File: src/rtl/adc_scan_reader.sv
// adc_scan_reader: SPI ADC front end that scans an enabled-channel mask in
// ascending order and returns each conversion tagged with its channel.
// Optional build macro: ADC_SCAN_AVG4_EN (four conversions per channel,
// the reported sample is their truncated average).
//
// state  | meaning
// S_IDLE | CS high, tick counter parked at 0, waiting for start
// S_FRAME| CS low, one FRAME_P-period command/data frame in progress
// S_GAP  | CS high for one ADC clock period between frames
module adc_scan_reader #(
    parameter int CLK_DIV = 500,
    parameter int DATA_W  = 12,
    parameter int NUM_CH  = 8
) (
    input  logic              clk,
    input  logic              rst,
    input  logic              start,
    input  logic [NUM_CH-1:0] ch_mask,
    input  logic              continuous,
    input  logic              P4,
    output logic              CS,
    output logic              P3,
    output logic              P5,
    output logic              busy,
    output logic [DATA_W-1:0] sample,
    output logic [2:0]        sample_ch,
    output logic              sample_valid,
    output logic              frame_done
);
    localparam int FRAME_P = 7 + DATA_W;
    localparam int HALF    = CLK_DIV / 2;
    localparam int SAMP    = 3 * CLK_DIV / 4;
    localparam int TICK_W  = $clog2(CLK_DIV);
    localparam int PER_W   = $clog2(FRAME_P);

    typedef enum logic [1:0] {S_IDLE, S_FRAME, S_GAP} state_t;

    state_t              state_q, state_d;
    logic [TICK_W-1:0]   tick_q, tick_d;
    logic [PER_W-1:0]    per_q, per_d;
    logic [2:0]          ch_q, ch_d;
    logic [NUM_CH-1:0]   mask_q, mask_d;
    logic [DATA_W-1:0]   shift_q, shift_d;
    logic [DATA_W-1:0]   sample_q, sample_d;
    logic [2:0]          sample_ch_q, sample_ch_d;
    logic                valid_q, valid_d;
    logic                done_q, done_d;
    logic                cs_q, cs_d;
    logic                p3_q, p3_d;
    logic                p5_q, p5_d;

    logic                tick_end;
    logic [TICK_W-1:0]   tick_next;
    logic [DATA_W-1:0]   shift_in;
    logic                nxt_found, first_found;
    logic [2:0]          nxt_ch, first_ch;
    logic                last_conv;

`ifdef ADC_SCAN_AVG4_EN
    logic [1:0]          conv_q, conv_d;
    logic [DATA_W+1:0]   acc_q, acc_d;
    logic [DATA_W+1:0]   sum;
    assign last_conv = (conv_q == 2'd3);
`else
    assign last_conv = 1'b1;
`endif

    // Lowest enabled channel above the current one, and lowest in the live mask input.
    always_comb begin
        nxt_found   = 1'b0;
        nxt_ch      = '0;
        first_found = 1'b0;
        first_ch    = '0;
        for (int i = NUM_CH - 1; i >= 0; i--) begin
            if (mask_q[i] && (i > int'(ch_q))) begin
                nxt_found = 1'b1;
                nxt_ch    = 3'(i);
            end
            if (ch_mask[i]) begin
                first_found = 1'b1;
                first_ch    = 3'(i);
            end
        end
    end

    // Next-state, datapath and registered pin values.
    always_comb begin
        state_d     = state_q;
        tick_d      = tick_q;
        per_d       = per_q;
        ch_d        = ch_q;
        mask_d      = mask_q;
        shift_d     = shift_q;
        sample_d    = sample_q;
        sample_ch_d = sample_ch_q;
        valid_d     = 1'b0;
        done_d      = 1'b0;
`ifdef ADC_SCAN_AVG4_EN
        conv_d      = conv_q;
        acc_d       = acc_q;
        sum         = '0;
`endif
        tick_end  = (tick_q == TICK_W'(CLK_DIV - 1));
        tick_next = tick_end ? '0 : tick_q + TICK_W'(1);
        shift_in  = (shift_q << 1) | DATA_W'(P4);

        case (state_q)
            S_IDLE: begin
                if (start && first_found) begin
                    state_d = S_FRAME;
                    tick_d  = '0;
                    per_d   = '0;
                    ch_d    = first_ch;
                    mask_d  = ch_mask;
`ifdef ADC_SCAN_AVG4_EN
                    conv_d  = '0;
                    acc_d   = '0;
`endif
                end
            end
            S_FRAME: begin
                tick_d = tick_next;
                if ((tick_q == TICK_W'(SAMP)) && (per_q >= PER_W'(7))) begin
                    shift_d = shift_in;
                    if (per_q == PER_W'(FRAME_P - 1)) begin
`ifdef ADC_SCAN_AVG4_EN
                        sum = acc_q + (DATA_W + 2)'(shift_in);
                        if (last_conv) begin
                            sample_d = sum[DATA_W+1:2];
                            acc_d    = '0;
                        end else begin
                            acc_d    = sum;
                        end
`else
                        sample_d = shift_in;
`endif
                        if (last_conv) begin
                            valid_d     = 1'b1;
                            sample_ch_d = ch_q;
                            done_d      = !nxt_found;
                        end
                    end
                end
                if (tick_end) begin
                    if (per_q == PER_W'(FRAME_P - 1)) begin
                        state_d = S_GAP;
                        per_d   = '0;
                    end else begin
                        per_d   = per_q + PER_W'(1);
                    end
                end
            end
            S_GAP: begin
                tick_d = tick_next;
                if (tick_end) begin
                    if (!last_conv) begin
                        state_d = S_FRAME;
`ifdef ADC_SCAN_AVG4_EN
                        conv_d  = conv_q + 2'd1;
`endif
                    end else if (nxt_found) begin
                        state_d = S_FRAME;
                        ch_d    = nxt_ch;
`ifdef ADC_SCAN_AVG4_EN
                        conv_d  = '0;
`endif
                    end else if (continuous && first_found) begin
                        state_d = S_FRAME;
                        ch_d    = first_ch;
                        mask_d  = ch_mask;
`ifdef ADC_SCAN_AVG4_EN
                        conv_d  = '0;
`endif
                    end else begin
                        state_d = S_IDLE;
                    end
                end
            end
            default: state_d = S_IDLE;
        endcase

        // Pins are registered from the next-state view so they never glitch.
        cs_d = (state_d != S_FRAME);
        p3_d = (state_d != S_IDLE) && (tick_d >= TICK_W'(HALF));
        p5_d = 1'b0;
        if (state_d == S_FRAME) begin
            case (int'(per_d))
                0, 1:    p5_d = 1'b1;
                2:       p5_d = ch_d[2];
                3:       p5_d = ch_d[1];
                4:       p5_d = ch_d[0];
                default: p5_d = 1'b0;
            endcase
        end
    end

    // State and datapath registers with synchronous reset.
    always_ff @(posedge clk) begin
        if (rst) begin
            state_q     <= S_IDLE;
            tick_q      <= '0;
            per_q       <= '0;
            ch_q        <= '0;
            mask_q      <= '0;
            shift_q     <= '0;
            sample_q    <= '0;
            sample_ch_q <= '0;
            valid_q     <= 1'b0;
            done_q      <= 1'b0;
            cs_q        <= 1'b1;
            p3_q        <= 1'b0;
            p5_q        <= 1'b0;
`ifdef ADC_SCAN_AVG4_EN
            conv_q      <= '0;
            acc_q       <= '0;
`endif
        end else begin
            state_q     <= state_d;
            tick_q      <= tick_d;
            per_q       <= per_d;
            ch_q        <= ch_d;
            mask_q      <= mask_d;
            shift_q     <= shift_d;
            sample_q    <= sample_d;
            sample_ch_q <= sample_ch_d;
            valid_q     <= valid_d;
            done_q      <= done_d;
            cs_q        <= cs_d;
            p3_q        <= p3_d;
            p5_q        <= p5_d;
`ifdef ADC_SCAN_AVG4_EN
            conv_q      <= conv_d;
            acc_q       <= acc_d;
`endif
        end
    end

    assign CS           = cs_q;
    assign P3           = p3_q;
    assign P5           = p5_q;
    assign busy         = (state_q != S_IDLE);
    assign sample       = sample_q;
    assign sample_ch    = sample_ch_q;
    assign sample_valid = valid_q;
    assign frame_done   = done_q;

endmodule

File: config.mk
export PLATFORM = sky130hd
export DESIGN_NAME = adc_scan_reader
export DESIGN_NICKNAME = d
export VERILOG_FILES = /design/src/rtl/adc_scan_reader.sv
export SDC_FILE = /design/constraint.sdc
export NUM_CORES = 1
export LEC_CHECK = 0
export CORE_ASPECT_RATIO = 1.1
export CORE_MARGIN = 2
export CORE_UTILIZATION = 30
export DETAILED_ROUTE_END_ITERATION = 8
export DONT_BUFFER_PORTS = 1
export SYNTH_ARGS = -nofsm -noshare
export SYNTH_HDL_FRONTEND = slang
export SYNTH_SLANG_ARGS = --single-unit
export TNS_END_PERCENT = 20
File: constraint.sdc
create_clock -name clk -period 3.5 [get_ports clk]
set_input_delay 0.875 -clock clk [delete_from_list [all_inputs] [get_ports clk]]
set_output_delay 0.875 -clock clk [all_outputs]
set_load 0.01 [all_outputs]
# Word-level counts from Yosys, hierarchy flattened
# Cells that the tools add are included.
# totals
register_bits	58
inputBits	13
elab_cells	125
# classes
n_addsub	2
order_cmp	9
n_eq_ne	15
n_mux	56
bitwise_logic	5
n_reduce_logical	25
# ops
op	n
$mux 3	19
$mux 8	4
$eq 9x9->1 const B	2
$mux 1	18
$mux 9	2
$pmux 9 s2	1
$pmux 8 s2	1
$mux 5	3
$gt 3x3->1 const A	4
$or 12x1->12	1
$logic_and 1x1->1	11
$eq 5x2->1 const B	2
$pmux 5 s2	1
$add 9x1->9 const B	1
$ge 9x8->1 const B	1
$mux 2	4
$ne 2x2->1 const B	4
$gt 2x3->1 const A	2
$pmux 2 s3	1
$pmux 3 s2	1
$reduce_bool 2->1	3
$reduce_or 2->1	3
$add 5x1->5 const B	1
$eq 5x1->1 const B	1
other kinds (17)	21

# Logic depth before layout (Yosys ltp)
# logic_depth
depth_word	16
mapped_depth	9
depth_no_buf	9

# Worst setup path after synthesis
# Ideal clock, no wire load.
# synth_timing
kind	input port to flip-flop
startpoint	input port ch_mask[1]
endpoint	register p5_q, in the netlist P5
arrival_time_ns	2.583
slack_ns	0.813
cell_stages	8
n_path_buf	1
cell_sequence	or4_4 > buf_6 > o21a_1 > o31ai_2 > a21oi_1 > o221ai_2 > a221oi_2 > a2111oi_2
# synth_between
elab_chain_len	10
word_cells_on_any_way	28
# synth_lines
item	line	rtl
from (decl)	18	input logic [NUM_CH-1:0] ch_mask,
$mux 1 (2 in a row)	79	if (ch_mask[i]) begin
$logic_and 1x1->1	167	end else if (continuous && first_found) begin
$mux 1	167	
$mux 1	161	end else if (nxt_found) begin
$mux 2	155	if (tick_end) begin
$pmux 2 s3	107	case (state_q)
$eq 2x1->1	186	if (state_d == S_FRAME) begin
$not 1->1 (no source line)	-	
$reduce_or 2->1 (no source line)	-	
to (signal assigned)	230	p5_q <= p5_d;
to (decl)	50	logic p5_q, p5_d;
# Parallel ways exist; a longest one is shown, timed or not.
# A chain may end at the register's enable or synchronous reset.

# Final worst setup path
# layout_timing
startpoint	register ch_q[2]
endpoint	register p5_q, in the netlist P5
# layout_between
elab_chain_len	15
word_cells_on_any_way	40
# layout_lines
item	line	rtl
from (decl)	41	logic [2:0] ch_q, ch_d;
from (signal assigned)	221	ch_q <= ch_d;
$gt 3x3->1	75	if (mask_q[i] && (i > int'(ch_q))) begin
$logic_and 1x1->1	75	
$mux 1 (7 in a row)	75	
$mux 1	161	
$mux 2	155	
$pmux 2 s3	107	
$eq 2x1->1	186	
$not 1->1 (no source line)	-	
$reduce_or 2->1 (no source line)	-	
# Parallel ways exist; a longest one is shown, timed or not.

==> results.cfg <==
[global_routing]
grt-ovfl-total = 0
grt_max_degree = 55
grt_pass1_wl_mm = 11.8
grt_antenna_before_repair = 0
grt.total_usage_pct = 13.4
grt_pass1_vias = 2404

[route]
firstDrtPassIters = 4
drtIter0Drc = 173
drt_wl_total_mm = 7.10
drtAntennaViolNets = 0
vias_per_cell = 5.38
routed-via-count = 2594
drc = 0
route.detailed.wl_per_inst_um = 14.7

[logic_synthesis]
synthAdderAreaFrac_pct = 2.92
synth-compound-area-share_pct = 23.2
synth-edff-count = 0
synth_top_cell_area_share_pct = 38.1
synth_top_family_by_area = simple AND/OR/NAND/NOR gates
ys.warnings.count = 0
syn_area_per_cell_um2 = 8.21
ys_seq_area_share_pct = 38.1
synth.most_common_cell = dfxtp_1
synth_seq_cells = 57
ys_types = 62
synth_xor_area_share_pct = 0
synthTopCellsByArea = dfxtp_1 (38%), mux2i_1 (6.3%), nand2_1 (6.1%)
synth.area.mux_share_pct = 6.72
synthCells = 365
synth_area_um2 = 3000
synth_common_cells = dfxtp_1 (57), nand2_1 (49), nor2_1 (43)
syn-num-nets = 385
synth_ff_type = dfxtp_1
yosysTopAreaCell = dfxtp_1
ys_async_sr_fraction_pct = 0
yosys.area_share.simple_pct = 24.2

[clock_network]
clock-sinks = 57
cts_hold_buf = 0
cts_root_buf = clkbuf_8
clock_path_buffers = 2
cts.clk_slew.worst_paths_ns = 0.08
cts_max_level = 3
postCtsSetupBuffers = 0
ctsResizeCount = 0
cts_tree = built
cts_inserted_buffers = 9
clkLatencyLatePin_ns = 0.35

[floorplan]
io_pins = 34
fp.dieH_um = 109
die_w_um = 99.3
core_area_um2 = 9790
initial_core_util_pct = 30.6
rows = 38
die-area_um2 = 10800

[power_and_ir_drop]
max-vdd-ir-drop_mv = 0.203
power_frac_seq_pct = 47.3
power_mw = 1.43
p_comb_share_pct = 8.9
p_switching_uw = 385
clockPowerShare_pct = 43.8
p_sw_share_pct = 26.9
leakagePower_nw = 1.24
power_density_nw_per_um2 = 439
power.internal_mw = 1.05

[finish]
syn2layout_area_growth_pct = 9.01
fin_cells = 482
diodes = 0
design_area_um2 = 3270
drive_gt1_share_pct = 8.29
fin_nets = 377

[setup_path]
worstPathRequired_ns = 3.73
crit_path_top_delay_cell = dfxtp_1
crit_chain = o2bb2ai_1 > nand4_1 > nor3_1 > a22oi_1 > o211ai_1 > nand3_1 > a2111oi_2
cp-end-kind = register
max_stage_delay_ns = 0.63
critical_path_peak_fanout = 11
path_class = reg -> reg
crit_arrival_ns = 2.76
worstSetupStartpointType = register

[placed_design]
gp_congestion = 0.918
place.port_buffers = 0
placed_cell_area_um2 = 3070
place_inst = 466
hpwl_mm = 5.02

[sta]
hold_violations = 0
clock_skew_ns = 0.0130
setup_tns_ns = 0
rsz0062_at_grt = false
max_slew_margin_pct = 43.0
setup_viol = 0
fmax_ghz = 0.395
period_share_pct = 72.3
finalHoldWorstSlack_ns = 0.473
worst_slew_pin_slew_ns = 0.852
min_period_ns = 2.53
slew_violations = 0

[flow_run]
cap_violations = 0

[hold_path]
hold_class = reg -> reg

[outcome]
status = finished, final reports clean
[worst paths after layout]
| check | start | endpoint | slack, ns | cells past startpoint |
|---|---|---|---|---|
| max | ch_q[2]$_SDFF_PP0_ | P5$_SDFF_PP0_ | 0.97 | 7 |
| min | shift_q[5]$_SDFFE_PP0P_ | sample[6]$_SDFFE_PP0P_ | 0.47 | 2 |
| max reg2reg | ch_q[2]$_SDFF_PP0_ | P5$_SDFF_PP0_ | 0.97 | 7 |
| min reg2reg | shift_q[5]$_SDFFE_PP0P_ | sample[6]$_SDFFE_PP0P_ | 0.47 | 2 |
[critical path: cells and delay by family (launching register included)]
kind               cells  cell delay (ns)
AOI/OAI and AO/OA      4             0.97
DFF                    1             0.63
and+or+nand+nor        3             0.81
[sequential cells by signal, summed over array words and instances (netlist names)]
register	flops
state_q	2
sample_valid	1
frame_done	1
shift_q	11
sample	12
P3	1
per_q	5
ch_q	3
tick_q	9
P5	1
sample_ch	3
CS	1
mask_q	7
[power by group through the flow]
stage          sequential, mW  clock, mW  combinational [mW]
2_1_floorplan           0.684          0               0.118
3_3_place_gp            0.693          0               0.126
3_5_place_dp            0.693          0               0.127
4_1_cts                 0.678      0.648               0.127
5_1_grt                 0.680      0.673               0.143
6_report                0.678      0.628               0.128
[layer usage]
| layer | part of all wire, % | GRT usage, % |
|---|---|---|
| met2 | 46 | 21.1 |
| met1 | 46 | 17.4 |
| met5 | 0 | 0 |
| met3 | 6.2 | 4.23 |
| met4 | 1.2 | 4.70 |
[through the flow]
step                utilization (%)  setup WS [ns]
finish                         33.4          0.969
global route                   33.4          0.761
CTS                            33.4          0.973
detailed placement             31.3          0.622
global placement               31.3          0.685
floorplan                         -          0.813
[area by class of cell]
cell class / count / area (um2)
Sequential cell: 57 / 1140
Timing Repair Buffer: 3 / 22.5
Clock inverter: 7 / 77.6
Fill cell: 1020 / 6530
Inverter: 12 / 45.0
Multi-Input combinational cell: 274 / 1710
Clock buffer: 9 / 124
Tap cell: 120 / 150
[cells by family after synthesis]
group | after synthesis
AND/OR/NAND/NOR | 149
AO/OA/AOI/OAI | 98
flip-flops | 57
buffers and inverters | 34
multiplexers | 20
adder cells (fa/ha/maj) | 7
[layout by cell type, fill, tap and decap left out, types with 3 or more instances in the layout]
cell type   n
a211oi_1    3
a21o_1      4
a21oi_1    33
a22oi_1     4
a311oi_1    3
a31oi_1     4
and2_1      3
and3_1      4
buf_4       3
clkbuf_8    9
dfxtp_1    57
ha_1        7
inv_1      12
mux2i_1    19
nand2_1    49
nand3_1     8
nand4_1     4
nand4b_1    3
nor2_1     43
nor2b_1    12
nor3_1      6
nor4_1      3
o211ai_1    3
o21a_1      3
o21ai_0    13
o31ai_1     4
Power figures use the tool's default switching activity.
